## src/rtl/mul_div.sv

```systemverilog
// mul_div: iterative 32-bit multiply/divide unit with HI/LO result registers.
//   CLK, Reset       : clock, synchronous active-high reset
//   Start, Op, A, B  : start request, op (00 MULTU, 01 MULT, 10 DIVU, 11 DIV), operands
//   Write_HI/LO      : MTHI/MTLO strobes loading W_Data (ignored while iterating)
//   Busy             : operation iterating (32 cycles)
//   Done, Div_Zero   : one-cycle completion pulse; divide-by-zero flag in that cycle
//   HI, LO           : product high/low, or remainder/quotient
module mul_div (
  input  logic        CLK,
  input  logic        Reset,
  input  logic        Start,
  input  logic [1:0]  Op,
  input  logic [31:0] A,
  input  logic [31:0] B,
  input  logic        Write_HI,
  input  logic        Write_LO,
  input  logic [31:0] W_Data,
  output logic        Busy,
  output logic        Done,
  output logic        Div_Zero,
  output logic [31:0] HI,
  output logic [31:0] LO
);

  typedef enum logic [1:0] {StIdle, StRun, StFin} state_e;

  state_e      r_state;
  logic [4:0]  r_cnt;
  logic        r_is_div;
  logic        r_sgn_diff;  // operand signs differ (signed ops only)
  logic        r_a_neg;     // dividend negative (signed ops only)
  logic        r_b_zero;
  logic [31:0] r_wh, r_wl;  // working accumulator, kept apart from HI/LO
  logic [31:0] r_opb;       // multiplicand or divisor magnitude
  logic        r_busy, r_done, r_dz;
  logic [31:0] r_hi, r_lo;

  logic        w_accept;
  logic [31:0] w_a_mag, w_b_mag;
  logic [32:0] w_sum, w_shift;
  logic [33:0] w_diff;
  logic [31:0] w_nh, w_nl;
  logic [63:0] w_prod, w_prod_s;
  logic [31:0] w_quo, w_rem, w_res_hi, w_res_lo;

  assign w_accept = Start && (r_state != StRun);
  assign w_a_mag  = (Op[0] && A[31]) ? -A : A;
  assign w_b_mag  = (Op[0] && B[31]) ? -B : B;

  // One iteration step: shift-add multiply or restoring divide.
  always_comb begin
    w_sum   = {1'b0, r_wh} + (r_wl[0] ? {1'b0, r_opb} : 33'd0);
    w_shift = {r_wh, r_wl[31]};
    w_diff  = {1'b0, w_shift} - {2'b00, r_opb};
    if (r_is_div) begin
      if (!w_diff[33]) begin
        w_nh = w_diff[31:0];
        w_nl = {r_wl[30:0], 1'b1};
      end else begin
        w_nh = w_shift[31:0];
        w_nl = {r_wl[30:0], 1'b0};
      end
    end else begin
      w_nh = w_sum[32:1];
      w_nl = {w_sum[0], r_wl[31:1]};
    end
  end

  // Sign fix-up applied to the final iteration's result.
  always_comb begin
    w_prod   = {w_nh, w_nl};
    w_prod_s = r_sgn_diff ? -w_prod : w_prod;
    // Divisor 0 drives every quotient bit to 1 and leaves |A| as remainder.
    w_quo    = r_b_zero ? 32'hFFFF_FFFF : (r_sgn_diff ? -w_nl : w_nl);
    w_rem    = r_a_neg ? -w_nh : w_nh;
    w_res_hi = r_is_div ? w_rem : w_prod_s[63:32];
    w_res_lo = r_is_div ? w_quo : w_prod_s[31:0];
  end

  always_ff @(posedge CLK) begin
    if (Reset) begin
      r_state    <= StIdle;
      r_cnt      <= 5'd0;
      r_is_div   <= 1'b0;
      r_sgn_diff <= 1'b0;
      r_a_neg    <= 1'b0;
      r_b_zero   <= 1'b0;
      r_wh       <= 32'd0;
      r_wl       <= 32'd0;
      r_opb      <= 32'd0;
      r_busy     <= 1'b0;
      r_done     <= 1'b0;
      r_dz       <= 1'b0;
      r_hi       <= 32'd0;
      r_lo       <= 32'd0;
    end else begin
      r_done <= 1'b0;
      r_dz   <= 1'b0;
      case (r_state)
        StIdle, StFin: begin
          if (w_accept) begin
            // Start wins over a coincident MTHI/MTLO.
            r_state    <= StRun;
            r_cnt      <= 5'd0;
            r_busy     <= 1'b1;
            r_is_div   <= Op[1];
            r_sgn_diff <= Op[0] && (A[31] ^ B[31]);
            r_a_neg    <= Op[0] && A[31];
            r_b_zero   <= (B == 32'd0);
            r_wh       <= 32'd0;
            r_wl       <= Op[1] ? w_a_mag : w_b_mag;
            r_opb      <= Op[1] ? w_b_mag : w_a_mag;
          end else begin
            r_state <= StIdle;
            if (Write_HI) r_hi <= W_Data;
            if (Write_LO) r_lo <= W_Data;
          end
        end
        StRun: begin
          r_wh  <= w_nh;
          r_wl  <= w_nl;
          r_cnt <= r_cnt + 5'd1;
          if (r_cnt == 5'd31) begin
            r_state <= StFin;
            r_busy  <= 1'b0;
            r_done  <= 1'b1;
            r_dz    <= r_is_div && r_b_zero;
            r_hi    <= w_res_hi;
            r_lo    <= w_res_lo;
          end
        end
        default: r_state <= StIdle;
      endcase
    end
  end

  assign Busy     = r_busy;
  assign Done     = r_done;
  assign Div_Zero = r_dz;
  assign HI       = r_hi;
  assign LO       = r_lo;

endmodule

```

## config.mk

```make
export PLATFORM = sky130hd
export DESIGN_NAME = mul_div
export DESIGN_NICKNAME = d
export VERILOG_FILES = /design/src/rtl/mul_div.sv
export SDC_FILE = /design/constraint.sdc
export NUM_CORES = 1
export LEC_CHECK = 0
export ABC_AREA = 0
export CORE_MARGIN = 5
export CORE_UTILIZATION = 40
export CTS_CLUSTER_SIZE = 20
export DETAILED_ROUTE_END_ITERATION = 7
export PLACE_DENSITY = 0.69
export SYNTH_ARGS = -nofsm -noshare
export SYNTH_HDL_FRONTEND = slang
export SYNTH_SLANG_ARGS = --single-unit
```

## constraint.sdc

```tcl
create_clock -name CLK -period 6.7 [get_ports CLK]
set_input_delay 1.34 -clock CLK [delete_from_list [all_inputs] [get_ports CLK]]
set_output_delay 1.34 -clock CLK [all_outputs]
set_load 0.02 [all_outputs]
```

# [Yosys cells after proc, flatten, opt, wreduce, memory -nomap -nowiden]
# Index checks and enable logic that the tools add are counted.
[word_totals] out_inout_bits=67 ff_bits=174 inputBits=103 elab_cells=86
[classes] bitwise_logic=3 n_addsub=8 muxes=36 n_reduce_logical=16 eq_ne=9
[ops] cell="32-bit 2-to-1 mux" count=21
[ops] cell="32-bit case mux with 2 select lines" count=4
[ops] cell="32-bit negator" count=4
[ops] cell="64-bit 2-to-1 mux" count=1
[ops] cell="64-bit negator" count=1
[ops] cell="33-bit by 32-bit subtractor with 34-bit output" count=1
[ops] cell="32-bit by 32-bit adder with 33-bit output" count=1
[ops] cell="32-bit logical NOT" count=1
[ops] cell="2-bit != test, second input constant" count=5
[ops] cell="5-bit case mux with 2 select lines" count=1
[ops] cell="4-bit AND reduction" count=2
[ops] cell="5-bit by 1-bit adder with 5-bit output, second input constant" count=1
[ops] cell="5-bit equality test, second input constant" count=1
[ops] cell="1-bit logical AND" count=5
[ops] cell="1-bit 2-to-1 mux" count=5
[ops] cell="5-bit 2-to-1 mux" count=1
[ops] cell="2-bit case mux with 2 select lines" count=1
[ops] cell="2-bit AND reduction" count=2
[ops] cell="2-bit OR reduction" count=2
[ops] cell="3-bit AND reduction" count=1
[ops] cell="3-bit OR reduction" count=1
[ops] cell="2-bit by 1-bit equality test with 1-bit output, second input constant" count=1
[ops] cell="2-bit equality test, second input constant" count=1
[ops] cell="2-bit logical NOT" count=1
[ops] cell="6 further kinds" count=7

# [Longest topological paths before layout]
[logic_depth] word_depth=9 depth_mapped=24 mapped_depth_nobuf=21

# [Worst setup path after synthesis]
# Ideal clock, no wire load.
[synth_path] path_type="reg-to-reg" start="register r_opb[4]" end="register r_hi[28], in the netlist HI[28]" path_stages_with_launch=23 period_less_slack_ps=4904 arrival_ps=4789 t_required_ps=6585 setup_ps=115 n_path_buf=3 slack_ps=1796 path_cell_list="dfxtp_1 inv_1 ha_1 buf_2 a21o_1 a31oi_4 a211oi_2 o31a_2 nor2_1 clkbuf_1 buf_1 nand2_1 o21ai_0 ha_1 o211ai_1 o21bai_1 nor3b_1 nand3_1 and2_1 nor4b_4 a31oi_1 xnor2_1 a2111oi_0"
[synth_between] elab_chain_len=8 elab_cells_between_ends=14 cone_classes="4 x add/sub; 10 x mux"
[synth_lines] element="start: declaration" line="34" text="logic [31:0] r_opb;"
[synth_lines] element="start signal: assignment" line="112" text="r_opb <= Op[1] ? w_b_mag : w_a_mag;"
[synth_lines] element="33-bit by 32-bit subtractor with 34-bit output or 32-bit 2-to-1 mux (tied branches)" line="54, 52"
[synth_lines] element="1-bit 2-to-1 mux, or another cell as far along" line="56" text="if (!w_diff[33]) begin"
[synth_lines] element="32-bit 2-to-1 mux" line="55" text="if (r_is_div) begin"
[synth_lines] element="64-bit negator or 32-bit negator (tied branches)" line="72, 75"
[synth_lines] element="64-bit 2-to-1 mux or 32-bit 2-to-1 mux (tied branches)" line="72, 75"
[synth_lines] element="32-bit 2-to-1 mux *" line="76" text="w_res_hi = r_is_div ? w_rem : w_prod_s[63:32];"
[synth_lines] element="32-bit 2-to-1 mux *" line="123" text="if (r_cnt == 5'd31) begin"
[synth_lines] element="32-bit case mux with 2 select lines *" line="99" text="case (r_state)"
[synth_lines] element="end signal: assignment" line="115" text="if (Write_HI) r_hi <= W_Data;"
[synth_lines] element="end signal: assignment" line="128" text="r_hi <= w_res_hi;"
[synth_lines] element="end: declaration" line="36" text="logic [31:0] r_hi, r_lo;"
# Every way passes the cells marked *; elsewhere a longest branch is shown, timed or not. The select of a mux whose other input is x is not followed.
# A chain may end at the register's enable or synchronous reset.

# [Final worst setup path]
[layout_path] start="register r_wl[0]" end="register r_hi[28], in the netlist HI[28]"
[layout_between] elab_chain_len=8 elab_cells_between_ends=11 cone_classes="3 x add/sub; 8 x mux"
[layout_lines] element="start: declaration" line="33" text="logic [31:0] r_wh, r_wl;"
[layout_lines] element="start signal: assignment" line="111" text="r_wl <= Op[1] ? w_a_mag : w_b_mag;"
[layout_lines] element="start signal: assignment" line="121" text="r_wl <= w_nl;"
[layout_lines] element="32-bit 2-to-1 mux" line="52" text="w_sum = {1'b0, r_wh} + (r_wl[0] ? {1'b0, r_opb} : 33'd0);"
[layout_lines] element="32-bit by 32-bit adder with 33-bit output" line="52"
[layout_lines] element="32-bit 2-to-1 mux" line="55"
[layout_lines] element="64-bit negator or 32-bit negator (tied branches)" line="72, 75"
[layout_lines] element="64-bit 2-to-1 mux or 32-bit 2-to-1 mux (tied branches)" line="72, 75"
[layout_lines] element="32-bit 2-to-1 mux *" line="76"
[layout_lines] element="32-bit 2-to-1 mux *" line="123"
[layout_lines] element="32-bit case mux with 2 select lines *" line="99"
# Marked as above.

==> results.py <==
metrics = {
    "run_status": {
        "status": "finished clean",
    },
    "cells_and_area": {
        "area_growth_pct": 17.0,
        "nets": 2395,
        "stdcell_count": 2744,
        "fillers": 3823,
        "drive_gt1_frac": 0.0533,
        "postLayoutCoreUtil": 0.475,
        "n_antenna_cell": 0,
    },
    "detailed_routing": {
        "drtIter0Drc": 1621,
        "first_pass_iters": 6,
        "antenna_left": 0,
        "drc": 0,
        "vias_per_cell": 6.08,
        "wl_mm": 59.6,
        "avgRoutedWirePerCell_um": 21.7,
        "via_count": 16700,
    },
    "sta": {
        "fin_ws_ns": 1.34,
        "fin_crit_ns": 5.36,
        "rsz0062_at_grt": "false",
        "finalCritPeriodShare": 0.800,
        "skew_ns": 0.0220,
        "slew_viol_final": 0,
        "tns_ns": 0,
        "fmax_mhz": 186,
        "setup_violations": 0,
        "tightest_slew_ns": 1.07,
        "hold_ws_ns": 0.455,
        "hold_viol": 0,
        "max_slew_margin": 0.283,
    },
    "critical_path": {
        "crit_slowest_cell": "dfxtp_1",
        "critPathMaxStageDelay_ns": 0.66,
        "critical_path_required_ns": 7.03,
        "start_kind": "flip-flop",
        "path_class": "flip-flop to flip-flop",
        "cp_cell_sequence": "and2_1 > ha_1 > fa_1 > a21o_1 > a311o_1 > o21ai_0 > o21ai_0 > xor2_1 > a211o_1 > a211o_1 > nor3_2 > nor4b_4 > a31oi_1 > xnor2_1 > a2111oi_0",
        "cp.arrival_ns": 5.69,
        "end_kind": "flip-flop",
        "worstPathMaxFanout": 35,
        "cp_num_buf_inv": 0,
        "cp_top_family": "compound AO/OA/AOI/OAI gates",
    },
    "synthesis": {
        "yosys-top-cells-area": "dfxtp_1, nor2_1, nand2_1, a21oi_1, ha_1",
        "synth_top_cell_by_area": "dfxtp_1",
        "syn_area_um2": 15300,
        "ys.flop_type": "dfxtp_1",
        "syn-instance-count": 2144,
        "yosysWarnings": 0,
        "synth_seq_area_share": 0.227,
        "synthDominantCellAreaShare": 0.227,
        "yosys_register_bits": 174,
        "syn_avg_cell_area_um2": 7.15,
        "synth_edf_count": 0,
        "synth_cell_types": 94,
        "synth_nets": 2319,
        "async_flop_share": 0,
    },
    "global_route": {
        "grtUsageTotal": 0.271,
        "grt_pass1_wl_mm": 90.4,
        "grt_max_degree": 93,
        "antenna_found_initial": 0,
        "gr-total-overflow": 0,
        "grt_pass1_vias": 15500,
    },
    "placement": {
        "gp_congestion": 0.990,
        "post-place-ws_ns": 1.40,
        "io_buffers": 169,
        "dp.cells": 2712,
        "dp_hpwl_mm": 46.5,
    },
    "clock_tree": {
        "cts_setup_buffers": 0,
        "hold_buffers": 0,
        "cts_buffers": 17,
        "htree_num_levels": 4,
        "cts_root_buffer": "clkbuf_16",
        "ctsResizeCount": 0,
        "clk_pin_slew_ns": 0.08,
        "clock_sinks": 174,
        "clockBufferDepth": 2,
        "cts_tree": "done",
        "clk_latency_ns": 0.45,
    },
    "die": {
        "die_w_um": 206,
        "die_h_um": 206,
        "die_area_um2": 42300,
        "io_pins": 170,
        "num_rows": 71,
        "start_util": 0.406,
        "fp.coreArea_um2": 37800,
    },
    "run": {
        "cap_violations": 0,
    },
    "pwr": {
        "p_leak_nw": 6.77,
        "powerDensity_nw_per_um2": 192,
        "ir_drop_uv": 185,
    },
    "hold_path": {
        "hp-class": "flip-flop to flip-flop",
    },
}
## worst min-delay path, cell delays in order (launching register included)
cell     delay, ns
dfxtp_1       0.31
nand2_1       0.05
a21oi_1       0.05
## stage by stage
step | cell area, um^2 | power (mW)
3_5_place_dp | 17300 | 2.42
3_3_place_gp | 17300 | 2.41
5_1_grt | 17900 | 3.59
2_1_floorplan | 15300 | 1.97
4_1_cts | 17900 | 3.42
6_report | 17900 | 3.44
## cell families (layout without fill, tap and decap cells)
| logic type | after synthesis | after routing | share of synthesized area |
|---|---|---|---|
| DFF | 174 | 174 | 0.227 |
| and+or+nand+nor | 826 | 826 | 0.250 |
| buffers and inverters | 199 | 288 | 0.0506 |
| xor gates and xnor gates | 145 | 145 | 0.0829 |
| adders and majority gates | 72 | 72 | 0.0598 |
| muxes | 47 | 47 | 0.0314 |
| AOI/OAI and AO/OA | 681 | 681 | 0.297 |
## synthesized netlist by cell type (all sizes together), types with 10 or more instances
library cell,count
mux2i,38
xnor2,79
a22oi,43
clkbuf,103
or3,24
a31oi,27
ha,70
a221oi,16
nor2b,15
buf,37
dfxtp,174
and3,21
a311oi,43
o31ai,22
o21ai,130
o211ai,48
or2,11
a211oi,32
o21a,14
nand2,262
a211o,10
inv,59
xor2,66
a21oi,195
nand3,33
nor4,16
nand2b,17
a21o,16
and2,49
nor2,276
nor3,55
nand4,17
## power by group
part | total (mW) | switching (mW) | leakage [nW] | internal [mW]
Sequential | 1.18 | 0.0792 | 1.42 | 1.10
Clock | 1.02 | 0.510 | 0.285 | 0.508
Combinational | 1.25 | 0.783 | 5.06 | 0.464
## metal layers
metal | global-route usage | vias to the layer above | wire length [um]
met3 | 0.0391 | 107 | 4430
met5 | 0 | - | 0
met4 | 0.0904 | 0 | 2070
met1 | 0.364 | 7950 | 25400
met2 | 0.448 | 671 | 27700
li1 | - | 7947 | -
## final timing paths
kind	from	endpoint	slack [ns]	cells after the start
max reg2reg	r_wl[0]	HI[28]	1.34	15
max	r_wl[0]	HI[28]	1.34	15
min reg2reg	HI[1]	HI[1]	0.45	2
min	HI[1]	HI[1]	0.45	2
## flip-flops by register name, indices dropped and copies added, names as in the netlist, 2 cells and up
name / cells
r_wl: 32
r_opb: 32
LO: 32
r_wh: 32
r_cnt: 5
HI: 32
r_state: 2
## cell usage in the layout, fill, tap and decap left out, drive strengths merged, types with 14 or more instances in the layout
cell           count
a22oi             43
o21a              14
o211ai            48
a21o              16
a311oi            43
and3              21
clkbuf            18
ha                70
and2              49
nor2             276
xnor2             79
a31oi             27
a21oi            195
a211oi            32
nand3             33
o21ai            130
o31ai             22
nand4             17
clkdlybuf4s50    167
xor2              66
a221oi            16
dfxtp            174
buf               30
nor4              16
inv               67
nand2            262
mux2i             38
or3               24
nor3              55
nand2b            17
nor2b             15
## cell type report
type                    count  area, um^2  share of cell area
clock buffers              18         439              0.0245
clock inverters            14         143             0.00796
inverters                  59         221              0.0124
multi-input cells        1771       11100               0.619
flip-flops and latches    174        3490               0.195
well taps                 511         639              0.0357
repair buffers            197        1890               0.106
No activity file was read; power rests on OpenSTA's default activity.
